### src/rtl/sha1_pkg.sv
// Shared definitions for the SHA-1 block feeder: FSM encoding, core register
// map defaults and poll timeout default.
package sha1_pkg;

  typedef enum logic [2:0] {
    IDLE,
    LOAD,
    START,
    GUARD,
    POLL,
    READ,
    OUT,
    FAULT
  } state_t;

  // Register map of the attached sha1 core.
  localparam logic [7:0]  SHA1_ADDR_CTRL    = 8'h08;
  localparam logic [7:0]  SHA1_ADDR_STATUS  = 8'h09;
  localparam logic [7:0]  SHA1_ADDR_BLOCK0  = 8'h10;
  localparam logic [7:0]  SHA1_ADDR_DIGEST0 = 8'h20;
  localparam logic [15:0] SHA1_TIMEOUT      = 16'd1023;

  // Idle cycles after the control write so the core's ready bit can fall.
  localparam logic [15:0] GUARD_LAST  = 16'd1;
  // Index of the last digest word read back.
  localparam logic [15:0] DIGEST_LAST = 16'd4;

  // Address of word idx in a register window starting at base.
  function automatic logic [7:0] word_addr(input logic [7:0] base, input logic [3:0] idx);
    return base + {4'b0000, idx};
  endfunction

endpackage

### src/rtl/sha1_block_feeder.sv
// Streams 16 message words into a sha1 core, starts it, polls for completion,
// reads the 160-bit digest back and presents it on a valid/ready output.
//
// Handshakes: a transfer on s_* or d_* happens on a rising clk edge where
// valid and ready are both 1; valid holds its data until that edge, and ready
// may depend on state but never on the same port's valid.
module sha1_block_feeder
  import sha1_pkg::*;
#(
  parameter logic [7:0]  ADDR_CTRL    = SHA1_ADDR_CTRL,
  parameter logic [7:0]  ADDR_STATUS  = SHA1_ADDR_STATUS,
  parameter logic [7:0]  ADDR_BLOCK0  = SHA1_ADDR_BLOCK0,
  parameter logic [7:0]  ADDR_DIGEST0 = SHA1_ADDR_DIGEST0,
  parameter logic [15:0] TIMEOUT      = SHA1_TIMEOUT
) (
  input  logic           clk,
  input  logic           reset,
  input  logic           s_valid,
  output logic           s_ready,
  input  logic [31:0]    s_data,
  input  logic           s_first,
  output logic           d_valid,
  input  logic           d_ready,
  output logic [159:0]   d_data,
  output logic [7:0]     core_addr,
  output logic [31:0]    core_wdata,
  input  logic [31:0]    core_rdata,
  output logic           core_cs,
  output logic           core_we,
  input  logic           core_error,
  output logic           err,
  output state_t         fsm_state
);

  state_t       state, state_next;
  logic [3:0]   word_cnt, word_cnt_next;
  logic [15:0]  cnt, cnt_next;        // shared by GUARD, POLL and READ
  logic         first_q, first_next;
  logic [159:0] d_data_next;
  logic         err_next;

  assign fsm_state = state;

  // State and datapath registers.
  always_ff @(posedge clk) begin
    if (reset) begin
      state    <= IDLE;
      word_cnt <= 4'd0;
      cnt      <= 16'd0;
      first_q  <= 1'b0;
      d_data   <= '0;
      err      <= 1'b0;
    end else begin
      state    <= state_next;
      word_cnt <= word_cnt_next;
      cnt      <= cnt_next;
      first_q  <= first_next;
      d_data   <= d_data_next;
      err      <= err_next;
    end
  end

  // Next-state logic and core/stream strobes.
  always_comb begin
    state_next    = state;
    word_cnt_next = word_cnt;
    cnt_next      = cnt;
    first_next    = first_q;
    d_data_next   = d_data;
    err_next      = err;
    s_ready       = 1'b0;
    d_valid       = 1'b0;
    core_cs       = 1'b0;
    core_we       = 1'b0;
    core_addr     = '0;
    core_wdata    = '0;

    case (state)
      IDLE: begin
        s_ready = 1'b1;
        if (s_valid) begin
          core_cs       = 1'b1;
          core_we       = 1'b1;
          core_addr     = ADDR_BLOCK0;
          core_wdata    = s_data;
          first_next    = s_first;
          word_cnt_next = 4'd1;
          state_next    = LOAD;
        end
      end
      LOAD: begin
        s_ready = 1'b1;
        if (s_valid) begin
          core_cs    = 1'b1;
          core_we    = 1'b1;
          core_addr  = word_addr(ADDR_BLOCK0, word_cnt);
          core_wdata = s_data;
          if (word_cnt == 4'd15) begin
            word_cnt_next = 4'd0;
            state_next    = START;
          end else begin
            word_cnt_next = word_cnt + 4'd1;
          end
        end
      end
      START: begin
        core_cs    = 1'b1;
        core_we    = 1'b1;
        core_addr  = ADDR_CTRL;
        core_wdata = first_q ? 32'h0000_0001 : 32'h0000_0002;
        cnt_next   = 16'd0;
        state_next = GUARD;
      end
      GUARD: begin
        if (cnt == GUARD_LAST) begin
          cnt_next   = 16'd0;
          state_next = POLL;
        end else begin
          cnt_next = cnt + 16'd1;
        end
      end
      POLL: begin
        core_cs   = 1'b1;
        core_addr = ADDR_STATUS;
        if (core_rdata[1]) begin
          cnt_next   = 16'd0;
          state_next = READ;
        end else if (cnt == TIMEOUT - 16'd1) begin
          err_next   = 1'b1;
          state_next = FAULT;
        end else begin
          cnt_next = cnt + 16'd1;
        end
      end
      READ: begin
        core_cs   = 1'b1;
        core_addr = word_addr(ADDR_DIGEST0, cnt[3:0]);
        // Digest word 0 (H0) lands in the top 32 bits.
        for (int i = 0; i < 5; i++) begin
          if (cnt[2:0] == 3'(i)) d_data_next[159 - 32*i -: 32] = core_rdata;
        end
        if (cnt == DIGEST_LAST) begin
          cnt_next   = 16'd0;
          state_next = OUT;
        end else begin
          cnt_next = cnt + 16'd1;
        end
      end
      OUT: begin
        d_valid = 1'b1;
        if (d_ready) state_next = IDLE;
      end
      FAULT: begin
        // Parked until reset; every strobe stays at its default of 0.
      end
      default: state_next = FAULT;
    endcase

    // A core error outside IDLE aborts the block for good.
    if (state != IDLE && state != FAULT && core_error) begin
      err_next   = 1'b1;
      state_next = FAULT;
    end

    // No core access may escape while reset is held.
    if (reset) begin
      core_cs    = 1'b0;
      core_we    = 1'b0;
      core_addr  = '0;
      core_wdata = '0;
    end
  end

endmodule
### config.mk
export PLATFORM = sky130hd
export DESIGN_NAME = sha1_block_feeder
export DESIGN_NICKNAME = d
export VERILOG_FILES = /design/src/rtl/sha1_pkg.sv /design/src/rtl/sha1_block_feeder.sv
export SDC_FILE = /design/constraint.sdc
export NUM_CORES = 1
export LEC_CHECK = 0
export ABC_AREA = 1
export CAP_MARGIN = 20
export CORE_MARGIN = 1.5
export CORE_UTILIZATION = 40
export DETAILED_ROUTE_END_ITERATION = 12
export PLACE_DENSITY_LB_ADDON = 0.1
export REMOVE_ABC_BUFFERS = 1
export SYNTH_ARGS = -nofsm -noshare
export SYNTH_HDL_FRONTEND = slang
export SYNTH_SLANG_ARGS = --single-unit
### constraint.sdc
create_clock -name clk -period 1.8 [get_ports clk]
set_clock_uncertainty 0.15 [all_clocks]
set_input_delay 0.36 -clock clk [delete_from_list [all_inputs] [get_ports clk]]
set_output_delay 0.36 -clock clk [all_outputs]
set_load 0.01 [all_outputs]
# [Word level (Yosys, flattened, before mapping)]
# Index checks and enable logic that the tools add are counted.
[word_totals] reg_bits=185 output_inout_bits=208 elab_cells=100
[classes] add_sub_neg=4 n_eq_ne=26 n_mux=38 n_reduce_logical=22
[ops] operator="$mux 16" n=4
[ops] operator="$mux 32" n=2
[ops] operator="$pmux 16 s4" n=1
[ops] operator="$pmux 32 s2" n=1
[ops] operator="$pmux 7 s5" n=1
[ops] operator="$mux 3" n=9
[ops] operator="$ne 3x3->1 const B" n=8
[ops] operator="$pmux 3 s7" n=1
[ops] operator="$add 16x1->16 const B" n=1
[ops] operator="$eq 16x1->1 const B" n=1
[ops] operator="$eq 16x10->1 const B" n=1
[ops] operator="$eq 16x3->1 const B" n=1
[ops] operator="$reduce_and 2->1" n=7
[ops] operator="$eq 3x2->1 const B" n=4
[ops] operator="$eq 3x3->1 const B" n=4
[ops] operator="$mux 4" n=3
[ops] operator="$mux 1" n=9
[ops] operator="$mux 8" n=1
[ops] operator="$pmux 4 s2" n=1
[ops] operator="$reduce_and 8->1" n=1
[ops] operator="$reduce_bool 8->1" n=1
[ops] operator="$add 6x4->7 const A" n=1
[ops] operator="$add 5x4->6 const A" n=1
[ops] operator="$eq 3x1->1 const B" n=2
[ops] operator="other kinds (17)" n=24

# [Longest topological paths before layout]
# Gate-level depths: netlist (run 1).
[depth] word_depth=5 mapped_depth=12 mapped_depth_nobuf=12

# [Worst setup path before layout (run 1)]
# OpenSTA, ideal clock, no wires.
[synth_timing] kind="register to output" start="reg state[2], in the netlist fsm_state[2]" end="out core_wdata[11]" arrival_time_ps=1458 setup_slack_ps=-168 stages_incl_launch_ff=9 n_path_buf=1 cell_sequence="dfxtp_1 -> inv_2 -> nand3_1 -> nor2_2 -> inv_1 -> nand2_2 -> buf_4 -> nand2_1 -> nor2_1"
[synth_via] elab_chain_cells=4 elab_cells_between_ends=6 cone_classes="2 x eq/ne; 2 x mux; 2 x reduce/logical"
[synth_lines] item="start, declared" line_no="sha1_block_feeder.sv:35" text="state_t state, state_next;"
[synth_lines] item="start signal, assigned" line_no="sha1_block_feeder.sv:54" text="state <= state_next;"
[synth_lines] item="$eq 3x1->1 / $logic_not 3->1 (equally long branches)" line_no="sha1_block_feeder.sv:78" text="case (state)"
[synth_lines] item="$reduce_or 2->1 (no source line)"
[synth_lines] item="$pmux 32 s2 *" line_no="sha1_block_feeder.sv:78"
[synth_lines] item="$mux 32 *" line_no="sha1_block_feeder.sv:166" text="if (reset) begin"
[synth_lines] item="end, declared" line_no="sha1_block_feeder.sv:26" text="output logic [31:0] core_wdata,"
# Mark *: on every way between the ends. The rest lies on a longest branch, timed or not.

# [Worst setup path after layout (run 1)]
[layout_timing] start="reg state[2], in the netlist fsm_state[2]" end="out core_addr[0]"
[layout_via] elab_chain_cells=3 elab_cells_between_ends=7 cone_classes="4 x eq/ne; 2 x mux; 1 x reduce/logical"
[layout_lines] item="$eq 3x3->1 (tied with other cells)" line_no="sha1_block_feeder.sv:78"
[layout_lines] item="$pmux 7 s5 *" line_no="sha1_block_feeder.sv:78"
[layout_lines] item="$mux 8 *" line_no="sha1_block_feeder.sv:166"
[layout_lines] item="end, declared" line_no="sha1_block_feeder.sv:25" text="output logic [7:0] core_addr,"
# Marked as above.

==> results of run 1 <==
==> state kept, by name (all words and copies together), names as in the netlist <==
name       count
d_data       160
cnt           16
word_cnt       4
fsm_state      3
err            1
first_q        1
==> placed cells by master (no fill, tap or decap), types with 17 or more instances in the layout <==
cell type        instances
a21oi_1                 38
buf_12                  33
buf_2                   40
buf_4                   64
buf_6                   49
clkbuf_16               19
clkdlybuf4s50_1         68
dfxtp_1                177
dlymetal6s2s_1         161
inv_1                   27
nand2_1                112
nand2_2                 18
nand3_1                 38
nor2_1                 230
nor2_2                  43
nor2_4                  64
o21ai_0                 17
o21ai_2                100
==> timing repair <==
item,4_1_cts,5_1_grt
gates resized for setup,441,560
gates cloned,28,4
buffers inserted,52,40
pin swaps,69,134
setup endpoints to repair,381,383
==> per-stage QoR <==
stage | util | TNS [ps] | cell area [um2] | setup slack, ps
6_report | 0.810 | -52330 | 14700 | -478
3_3_place_gp | 0.601 | -48720 | 11000 | -780
2_1_floorplan | - | -163460 | 7220 | -1120
3_5_place_dp | 0.601 | -53220 | 11000 | -785
4_1_cts | 0.728 | -59420 | 13300 | -474
5_1_grt | 0.810 | -65260 | 14700 | -533
==> worst max-delay path, stage by stage, from the launching register on <==
cell and delay [ps]:
dfxtp_4 370, inv_6 80, buf_6 100, nor2_4 40
buf_4 130, buf_6 110, buf_6 100, a22oi_2 190
a21oi_2 80, buf_2 140
==> final timing paths <==
check	from	to	slack, ps	cells past startpoint
hold / removal	reset	err	200	3
setup reg to reg	fsm_state[2]	d_data[30]	-450	14
hold reg to reg	d_data[45]	d_data[45]	310	2
setup / recovery	fsm_state[2]	core_addr[0]	-480	9
==> power by group <==
group | total [W] | internal (W) | leakage (nW) | switching (W)
sequential | 0.00459 | 0.00437 | 1.50 | 0.000214
combinational | 0.00574 | 0.00272 | 6.75 | 0.00301
clock | 0.00377 | 0.00196 | 0.272 | 0.00181
==> layer usage <==
metal  up-vias  wire [um]  global-route usage  part of all wire
li1       4198          -                   -                 -
met1      4401      13400               0.398              0.38
met2       485      17300               0.541              0.50
met3       111       2720              0.0568             0.078
met4         0       1460               0.131             0.042
met5         -          0                   0                 0
==> layout make-up <==
type	instances	area, um2	area share
clock inverters	14	159	0.0108
well taps	229	287	0.0194
inverters	45	225	0.0153
clock buffers	17	425	0.0289
multi-input cells	757	4760	0.323
repair buffers	442	5160	0.350
flip-flops and latches	185	3720	0.252
==> cell families after synthesis <==
family          share of synthesized area
other cells                      0.000499
compound gates                      0.142
flops                               0.493
fa+ha+maj                         0.00999
simple gates                        0.289
buf+inv                            0.0619
xor+xnor                          0.00466
==> run_results.csv, run 1 <==
group,metric,value,unit
run_status,status,"complete, but fails checks",
run_status,violations,"setup timing",
power,p_leak,8.52,nW
floorplanning,core,18200,um2
logic_synthesis,async_flop_share,0,
logic_synthesis,synth.area.top_cells,"dfxtp_1, nor2_1, o21ai_0",
place,gp_congestion,0.886,
detailed_routing,drtIter0Drc,686,
sta,finalHoldViolCount,0,
floorplanning,dieArea,19600,um2
sta,fin_crit,2280,ps
floorplanning,io_pins,278,
detailed_routing,totalWireLength,34900,um
detailed_routing,postRouteAntennaNets,0,
setup_path,endpoint_kind,"output pin",
sta,period_share,1.27,
sta,finalSetupViolations,209,
setup_path,start_kind,"flip-flop",
logic_synthesis,syn_inst,1050,
clocking,cts-htree-levels,4,
clocking,cts_sinks,185,
detailed_routing,viasPerCell,5.44,
sta,rsz0062_at_grt,"true",
global_routing,antenna_found_initial,0,
floorplanning,fp.dieW,140,um
clocking,cts_root_buf,"clkbuf_16",
floorplanning,fp-row-count,49,
global_routing,grt_overflow_total,0,
cells_and_area,areaGrowthSynthToFinish,96.1,%
detailed_routing,routedWlPerCell,20.7,um
sta,slew_viol_final,0,
detailed_routing,drc,0,
flow_run,maxCapViolCount,0,
setup_path,cp.arrival,1770,ps
logic_synthesis,yosys-top-cells-count,"nor2_1, dfxtp_1, nand2_1, o21ai_0, a21oi_1",
cells_and_area,fill_cells,1138,
place,post-place-cells,1565,
logic_synthesis,synth_seq_cells,185,
logic_synthesis,avgSynthCellArea,7.16,um2
global_routing,grt_usage,0.318,
clocking,numCtsBuffers,17,
clocking,clockBufferDepth,2,
logic_synthesis,seq_area_frac_synth,0.493,
logic_synthesis,synth.top_cell.area_share,0.493,
floorplanning,initial_core_util,0.413,
power,irDropWorstVdd,838,uV
clocking,ctsHoldBuffers,0,
place,dpl.hpwl,17500,um
logic_synthesis,yosysMostFrequentCell,"nor2_1",
logic_synthesis,synth_area_leader_cell,"dfxtp_1",
global_routing,grt_max_degree,68,
clocking,cts_tree,"built",
cells_and_area,instances_no_fill,1689,
setup_path,crit_type,"reg -> out",
logic_synthesis,yosysWarnings,0,
logic_synthesis,synthesis.area,7520,um2
cells_and_area,n_antenna_cell,0,
cells_and_area,drive_gt1_frac,0.380,
worst_hold_path,hold_class,"in -> reg",
sta,fmax,0.439,GHz
global_routing,grt_pass1_vias,8418,
sta,hold_slack,198,ps
global_routing,grt_pass1_wl,48000,um
power,p_per_area,956,nW/um2
cells_and_area,layout.nets,1524,
floorplanning,die_height,140,um
clocking,clk_latency,440,ps
power,power.total,0.0141,W
logic_synthesis,synth_ff_type,"dfxtp_1",
setup_path,required,1290,ps
clocking,clkTransAtPathRegs,70,ps
logic_synthesis,synth_cell_type_count,36,
place,portBuffers,275,
sta,worst_slack,-478,ps
logic_synthesis,synth_edf_count,0,
detailed_routing,dr.pass1.iters,5,
setup_path,critPathMaxFanout,4,
detailed_routing,dr_total_vias,9195,
No activity file was read; power rests on OpenSTA's default activity.
==> inputs of run 2 (changes only) <==
--- a/config.mk
+++ b/config.mk
@@ -9,8 +9,10 @@
 export CAP_MARGIN = 20
 export CORE_MARGIN = 1.5
 export CORE_UTILIZATION = 40
+export CTS_CLUSTER_DIAMETER = 50
 export DETAILED_ROUTE_END_ITERATION = 12
 export PLACE_DENSITY_LB_ADDON = 0.1
+export RECOVER_POWER = 100
 export REMOVE_ABC_BUFFERS = 1
 export SYNTH_ARGS = -nofsm -noshare
 export SYNTH_HDL_FRONTEND = slang
==> results of run 2 <==
Final layout, timing and power as in run 1 (identical DEF).
